==> src/rtl/mc_controller.sv <==
// Multicycle MIPS control unit: Moore FSM over a shared memory with wait states, timeout and illegal-opcode error.
// Define MC_CONTROLLER_BNE_EN to decode bne (op 000101) into the branch state.
module mc_controller #(
  parameter int ALUCTL_W = 3,
  parameter int WAIT_MAX = 15
) (
  input  logic                clk,
  input  logic                reset,
  input  logic [5:0]          op,
  input  logic [5:0]          funct,
  input  logic                zero,
  input  logic                mem_ready,
  output logic                memreq,
  output logic                memwrite,
  output logic                iord,
  output logic                irwrite,
  output logic                pcen,
  output logic [1:0]          pcsrc,
  output logic                alusrca,
  output logic [1:0]          alusrcb,
  output logic                regdst,
  output logic                memtoreg,
  output logic                regwrite,
  output logic [ALUCTL_W-1:0] alucontrol,
  output logic                err,
  output logic [3:0]          state_dbg_o
);

  // Memory handshake: memreq is held high for the whole access; the access completes
  // in the cycle where memreq && mem_ready, otherwise the FSM holds and counts a wait cycle.

  typedef enum logic [3:0] {
    S_FETCH  = 4'd0,
    S_DECODE = 4'd1,
    S_MEMADR = 4'd2,
    S_MEMRD  = 4'd3,
    S_MEMWB  = 4'd4,
    S_MEMWR  = 4'd5,
    S_RTYPE  = 4'd6,
    S_ALUWB  = 4'd7,
    S_BRANCH = 4'd8,
    S_ADDIEX = 4'd9,
    S_ADDIWB = 4'd10,
    S_JUMP   = 4'd11
  } state_e;

  typedef struct packed {
    logic       memreq;
    logic       memwrite;
    logic       iord;
    logic       fetch;
    logic       branch;
    logic       pcen;
    logic [1:0] pcsrc;
    logic       alusrca;
    logic [1:0] alusrcb;
    logic       regdst;
    logic       memtoreg;
    logic       regwrite;
    logic       rtype;
    logic [2:0] alu;
  } ctl_t;

  localparam logic [5:0] OP_RTYPE = 6'b000000;
  localparam logic [5:0] OP_LW    = 6'b100011;
  localparam logic [5:0] OP_SW    = 6'b101011;
  localparam logic [5:0] OP_BEQ   = 6'b000100;
  localparam logic [5:0] OP_BNE   = 6'b000101;
  localparam logic [5:0] OP_ADDI  = 6'b001000;
  localparam logic [5:0] OP_J     = 6'b000010;

  localparam logic [2:0] ALU_ADD = 3'b010;
  localparam logic [2:0] ALU_SUB = 3'b110;
  localparam logic [2:0] ALU_AND = 3'b000;
  localparam logic [2:0] ALU_OR  = 3'b001;
  localparam logic [2:0] ALU_SLT = 3'b111;

  localparam logic [7:0] WAIT_LAST = 8'(WAIT_MAX - 1);

  function automatic ctl_t decode_ctl(input state_e s);
    ctl_t c;
    c = '0;
    case (s)
      S_FETCH: begin
        c.memreq  = 1'b1;
        c.fetch   = 1'b1;
        c.alusrcb = 2'b01;
        c.alu     = ALU_ADD;
      end
      S_DECODE: begin
        c.alusrcb = 2'b11;
        c.alu     = ALU_ADD;
      end
      S_MEMADR, S_ADDIEX: begin
        c.alusrca = 1'b1;
        c.alusrcb = 2'b10;
        c.alu     = ALU_ADD;
      end
      S_MEMRD: begin
        c.memreq = 1'b1;
        c.iord   = 1'b1;
      end
      S_MEMWB: begin
        c.regwrite = 1'b1;
        c.memtoreg = 1'b1;
      end
      S_MEMWR: begin
        c.memreq   = 1'b1;
        c.memwrite = 1'b1;
        c.iord     = 1'b1;
      end
      S_RTYPE: begin
        c.alusrca = 1'b1;
        c.rtype   = 1'b1;
      end
      S_ALUWB: begin
        c.regwrite = 1'b1;
        c.regdst   = 1'b1;
      end
      S_BRANCH: begin
        c.alusrca = 1'b1;
        c.branch  = 1'b1;
        c.pcsrc   = 2'b01;
        c.alu     = ALU_SUB;
      end
      S_ADDIWB: c.regwrite = 1'b1;
      S_JUMP: begin
        c.pcen  = 1'b1;
        c.pcsrc = 2'b10;
      end
      default: c = '0;
    endcase
    return c;
  endfunction

  function automatic logic [2:0] funct_alu(input logic [5:0] f);
    case (f)
      6'b100000: return ALU_ADD;
      6'b100010: return ALU_SUB;
      6'b100100: return ALU_AND;
      6'b100101: return ALU_OR;
      6'b101010: return ALU_SLT;
      default:   return ALU_ADD;
    endcase
  endfunction

  state_e     state_q, state_d;
  logic [7:0] cnt_q, cnt_d;
  logic       err_q, err_d;
  ctl_t       ctl_q;
  logic       mem_state;
  logic       timeout;
  logic       br_take;
  logic [2:0] alu3;

  always_comb begin
    state_d   = state_q;
    cnt_d     = '0;
    err_d     = err_q;
    mem_state = (state_q == S_FETCH) || (state_q == S_MEMRD) || (state_q == S_MEMWR);
    timeout   = mem_state && !mem_ready && (cnt_q == WAIT_LAST);
    case (state_q)
      S_FETCH:  if (mem_ready) state_d = S_DECODE;
      S_DECODE: begin
        case (op)
          OP_LW, OP_SW: state_d = S_MEMADR;
          OP_RTYPE:     state_d = S_RTYPE;
          OP_BEQ:       state_d = S_BRANCH;
          OP_ADDI:      state_d = S_ADDIEX;
          OP_J:         state_d = S_JUMP;
`ifdef MC_CONTROLLER_BNE_EN
          OP_BNE:       state_d = S_BRANCH;
`endif
          default: begin
            err_d   = 1'b1;
            state_d = S_FETCH;
          end
        endcase
      end
      S_MEMADR: state_d = (op == OP_LW) ? S_MEMRD : S_MEMWR;
      S_MEMRD:  if (mem_ready) state_d = S_MEMWB;
      S_MEMWR:  if (mem_ready) state_d = S_FETCH;
      S_RTYPE:  state_d = S_ALUWB;
      S_ADDIEX: state_d = S_ADDIWB;
      default:  state_d = S_FETCH;
    endcase
    // A stalled access either counts another wait cycle or gives up on the last allowed one.
    if (mem_state && !mem_ready) begin
      if (timeout) begin
        err_d   = 1'b1;
        state_d = S_FETCH;
      end else begin
        cnt_d = cnt_q + 8'd1;
      end
    end
  end

  always_ff @(posedge clk or posedge reset) begin
    if (reset) begin
      state_q <= S_FETCH;
      cnt_q   <= '0;
      err_q   <= 1'b0;
      ctl_q   <= decode_ctl(S_FETCH);
    end else begin
      state_q <= state_d;
      cnt_q   <= cnt_d;
      err_q   <= err_d;
      ctl_q   <= decode_ctl(state_d);
    end
  end

`ifdef MC_CONTROLLER_BNE_EN
  assign br_take = (op == OP_BNE) ? ~zero : zero;
`else
  assign br_take = zero;
`endif

  assign alu3 = ctl_q.rtype ? funct_alu(funct) : ctl_q.alu;

  always_comb begin
    alucontrol      = '0;
    alucontrol[2:0] = alu3;
  end

  assign memreq      = ctl_q.memreq;
  assign memwrite    = ctl_q.memwrite;
  assign iord        = ctl_q.iord;
  assign irwrite     = ctl_q.fetch & mem_ready;
  assign pcen        = ctl_q.pcen | (ctl_q.fetch & mem_ready) | (ctl_q.branch & br_take);
  assign pcsrc       = ctl_q.pcsrc;
  assign alusrca     = ctl_q.alusrca;
  assign alusrcb     = ctl_q.alusrcb;
  assign regdst      = ctl_q.regdst;
  assign memtoreg    = ctl_q.memtoreg;
  assign regwrite    = ctl_q.regwrite;
  assign err         = err_q;
  assign state_dbg_o = state_q;

endmodule

==> config.mk <==
export PLATFORM = sky130hd
export DESIGN_NAME = mc_controller
export DESIGN_NICKNAME = d
export VERILOG_FILES = /design/src/rtl/mc_controller.sv
export SDC_FILE = /design/constraint.sdc
export NUM_CORES = 1
export LEC_CHECK = 0
export ABC_AREA = 1
export CAP_MARGIN = 5
export CORE_MARGIN = 1
export CORE_UTILIZATION = 25
export CTS_CLUSTER_DIAMETER = 50
export DETAILED_ROUTE_END_ITERATION = 10
export HOLD_SLACK_MARGIN = 0.1
export PLACE_DENSITY = 0.48
export SYNTH_ARGS = -nofsm -noshare
export SYNTH_HDL_FRONTEND = slang
export SYNTH_SLANG_ARGS = --single-unit
==> constraint.sdc <==
create_clock -name clk -period 2.76 [get_ports clk]
set_input_delay 0.552 -clock clk [delete_from_list [all_inputs] [get_ports clk]]
set_output_delay 0.552 -clock clk [all_outputs]
set_load 0.01 [all_outputs]
# Word-level counts from Yosys, hierarchy flattened
# Index checks and enable logic that the tools add are counted.
dict set report totals {
  ff_bits 31
  input_bits 16
  elab_cells 95
}
dict set report op_classes {
  n_addsub 1
  eq_ne 27
  muxes 30
  bitwise_logic 4
  reduce_logical 16
}
# operator n
set ops {}
lappend ops {{$eq 6x6->1 const B} 6}
lappend ops {{$pmux 4 s7} 1}
lappend ops {{$eq 4x3->1 const B} 6}
lappend ops {{$eq 4x4->1 const B} 5}
lappend ops {{$mux 4} 5}
lappend ops {{$pmux 4 s5} 1}
lappend ops {{$eq 4x2->1 const B} 4}
lappend ops {{$mux 8} 2}
lappend ops {{$mux 1} 15}
lappend ops {{$pmux 3 s4} 1}
lappend ops {{$add 8x1->8 const B} 1}
lappend ops {{$eq 4x1->1 const B} 2}
lappend ops {{$eq 8x4->1 const B} 1}
lappend ops {{$logic_not 4->1} 2}
lappend ops {{$reduce_or 4->1} 2}
lappend ops {{$eq 6x2->1 const B} 1}
lappend ops {{$eq 6x3->1 const B} 1}
lappend ops {{$eq 6x4->1 const B} 1}
lappend ops {{$logic_not 6->1} 1}
lappend ops {{$mux 3} 2}
lappend ops {{$pmux 2 s3} 1}
lappend ops {{$pmux 3 s2} 1}
lappend ops {{$reduce_or 2->1} 3}
lappend ops {{$reduce_or 3->1} 2}
lappend ops {{other kinds (7)} 11}

# Logic depth before layout (Yosys ltp)
dict set report logic_depth {
  depth_word 10
  mapped_depth 11
}

# Worst setup path after synthesis
# Ideal clock, no wire load.
dict set report synth_path {
  path_kind {input port to output port}
  startpoint {input funct[5]}
  endpoint {output alucontrol[0]}
  t_arrival_ns 1.091
  required_time_ns 2.208
  setup_slack_ns 1.117
  path_stages 4
  path_buffers 0
  path_cell_list {inv_1 nor2_1 nand3_1 o21ai_0}
}
dict set report synth_between {
  elab_chain_cells 3
}
# element line
set synth_lines {}
lappend synth_lines {{start, declared} 10} ;# input logic [5:0] funct,
lappend synth_lines {{$eq 6x6->1} 137} ;# case (f)
lappend synth_lines {{$pmux 3 s4 (*)} 137}
lappend synth_lines {{$mux 3 (*)} 218} ;# assign alu3 = ctl_q.rtype ? funct_alu(funct) : ctl_q.alu;
lappend synth_lines {{end, declared} 24} ;# output logic [ALUCTL_W-1:0] alucontrol,
# Mark *: on every way between the ends. The rest lies on a longest branch, timed or not.

# Worst setup path after layout
dict set report layout_path {
  startpoint {input funct[2]}
  endpoint {output alucontrol[0]}
}
# The elaborated chain is that of the path after synthesis.

==> impl_metrics.py <==
metrics = {
    "outcome": {
        "outcome": "finished, violations left",
        "violations": "design-rule violations",
    },
    "floorplan": {
        "fp.dieH_um": 84.0,
        "start_util_pct": 26.1,
        "io-pin-count": 37,
        "num_rows": 29,
        "fp.dieW_um": 84.0,
        "coreArea_mm2": 0.00642,
        "die_area_mm2": 0.00705,
    },
    "layout": {
        "fin_nets": 264,
        "fin_util_pct": 34.2,
        "drive_gt1_share_pct": 19.8,
        "antenna_cells": 0,
        "layout.cells.non_filler": 324,
        "mostFrequentLayoutCells": "clkdlybuf4s50_1 (36), inv_1 (35), nand2_1 (30)",
        "area_delta_synth_final_pct": 30.7,
        "final_common_cell": "clkdlybuf4s50_1",
    },
    "sta": {
        "finalWorstSetupSlack_ns": 0.134,
        "slew_violations": 0,
        "final-hold-violation-count": 0,
        "slew_headroom_pct": 75.1,
        "finalClockSkew_ns": 0.00863,
        "worst_pin_slew_ns": 0.373,
        "max_freq_mhz": 381,
        "rsz0062_at_grt": "no",
        "timing.final.setup_violations": 0,
        "finalCritPeriodShare_pct": 95.1,
        "fin_crit_ns": 2.63,
        "tns_ns": 0,
    },
    "critical_path": {
        "crit_fanout": 2,
        "critical-path-max-stage-delay_ns": 0.56,
        "worstSetupEndpointType": "primary output",
        "crit_slowest_cell": "clkdlybuf4s50_1",
        "cp-start-kind": "primary input",
        "cpMostUsedCell": "clkdlybuf4s50_1",
        "worstPathCellList": "clkdlybuf4s50_1 -> inv_1 -> nor3_1 -> nand4_1 -> o21ai_0 -> clkdlybuf4s50_1",
        "required_ns": 2.21,
        "critical_path_arrival_ns": 2.07,
        "criticalPathCategory": "primary input to primary output",
    },
    "grt": {
        "grt_max_degree": 30,
        "grt.overflow.total": 0,
        "grt_pass1_vias": 1344,
        "grt_usage_pct": 10.9,
        "antenna_found_initial": 0,
        "grt_pass1_wl_mm": 5.96,
    },
    "drt": {
        "drtIter0Drc": 65,
        "wirelength_mm": 3.39,
        "wire_per_inst_um": 10.5,
        "vias": 1344,
        "first_pass_iters": 7,
        "drtAntennaViolNets": 0,
        "drc_errors": 5,
        "via_per_inst": 4.15,
    },
    "synthesis": {
        "ys_seq_area_share_pct": 43.5,
        "synth_cells": 206,
        "yosysWarnings": 0,
        "syn_nets": 224,
        "syn_area_per_cell_um2": 8.15,
        "synth.distinct_cells": 27,
        "synth_seq_cells": 29,
        "synthesis.area_mm2": 0.00168,
    },
    "power_and_ir_drop": {
        "p_per_area_mw_per_mm2": 537,
        "cellLeakagePower_nw": 1.13,
        "p_total_w": 0.00118,
        "vdd_drop_max_uv": 189,
    },
    "placement": {
        "routabilityCongestion": 0.736,
        "dpl.cell_count": 316,
        "port_buffers": 36,
        "dp_slack_ns": 0.144,
        "dp_hpwl_mm": 2.70,
    },
    "hold_path": {
        "hold_class": "register to register",
    },
    "job": {
        "drv_cap": 0,
    },
    "cts": {
        "cts_sinks": 29,
        "ctsHtreeMaxLevel": 2,
        "cts_root_buf": "clkbuf_8",
        "cts_tree": "done",
        "clk_latency_ns": 0.28,
        "cts_buffer_depth": 2,
        "holdBufCountCts": 0,
        "cts_setup_buffers": 0,
        "cts.clk_slew.worst_paths_ns": 0.07,
        "ctsResizeCount": 0,
        "cts_buffers": 5,
    },
}
## flip-flops by register name, summed over array words and instances, names as in the netlist
name         cells
regdst           1
cnt_q            8
memtoreg         1
alusrca          1
err              1
pcsrc            2
ctl_q            5
regwrite         1
memreq           1
iord             1
memwrite         1
alusrcb          2
state_dbg_o      4
## cell usage after synthesis (all sizes together)
| cell type | n | area, um2 |
|---|---|---|
| inv | 41 | 154 |
| nand2 | 40 | 195 |
| nor2 | 40 | 200 |
| nand3 | 27 | 190 |
| dfrtp | 25 | 626 |
| nor3 | 5 | 25.0 |
| buf | 4 | 30.0 |
| dfstp | 4 | 105 |
| o21ai | 4 | 23.8 |
| xor2 | 4 | 35.0 |
| a21oi | 2 | 10.0 |
| ha | 2 | 25.0 |
| nand3b | 2 | 15.0 |
| a31oi | 1 | 6.26 |
| and2 | 1 | 8.76 |
| nand4 | 1 | 6.26 |
| nor3b | 1 | 7.51 |
| o31ai | 1 | 7.51 |
| xnor2 | 1 | 8.76 |
## routing by layer
metal	GRT usage, %	part of all wire (%)	up-vias
li1	-	-	708
met1	14.1	52	604
met2	16.5	42	26
met3	3.17	3.6	6
met4	5.64	2.3	0
met5	0	0	-
## path summary, 6_finish.rpt
path                       slack (ns)                   end                     start  cells after the start
min in group asynchronous        0.65  alusrcb[1]$_DFF_PP0_                     reset                      3
hold reg to reg                  0.48    cnt_q[0]$_DFF_PP0_        cnt_q[0]$_DFF_PP0_                      1
setup / recovery                 0.13         alucontrol[0]                  funct[2]                      6
max in group asynchronous        1.79      memreq$_DFF_PP1_                     reset                      3
setup reg to reg                 1.08  alusrcb[1]$_DFF_PP0_  state_dbg_o[3]$_DFF_PP0_                     10
hold / removal                   0.48    cnt_q[0]$_DFF_PP0_        cnt_q[0]$_DFF_PP0_                      1
## cells by family after synthesis
| kind of cell | Yosys count | synth area share [%] |
|---|---|---|
| simple gates | 117 | 38.6 |
| buf+inv | 45 | 11.0 |
| flops | 29 | 43.5 |
| compound gates | 8 | 2.83 |
| xor+xnor | 5 | 2.61 |
| fa+ha+maj | 2 | 1.49 |
## worst max-delay path, delay by kind of cell
kind	cells	cell delay, ns
buffers and inverters	3	1.09
AOI/OAI and AO/OA	1	0.10
and+or+nand+nor	2	0.33
## power breakdown
group	switching [W]	internal, W	leakage [nW]	total, W
clock network	0.000158	0.000176	0.0422	0.000335
logic	0.000188	0.000149	0.705	0.000337
registers	0.0000274	0.000480	0.381	0.000508
## cell type report
| cell class | instances | area, um2 |
|---|---|---|
| Fill cell | 676 | 4230 |
| Timing Repair Buffer | 37 | 368 |
| Multi-Input combinational cell | 132 | 764 |
| Clock inverter | 1 | 5.00 |
| Clock buffer | 7 | 76.3 |
| Tap cell | 77 | 96.3 |
| Sequential cell | 29 | 731 |
| Inverter | 41 | 154 |
## through the flow
stage,hold WS (ns),cell area [um2]
after global placement,0.478,2110
after detailed placement,0.481,2110
after CTS,0.490,2190
final,0.484,2190
after floorplan,0.455,1680
after global routing,0.518,2190
No activity file was read; power rests on OpenSTA's default activity.
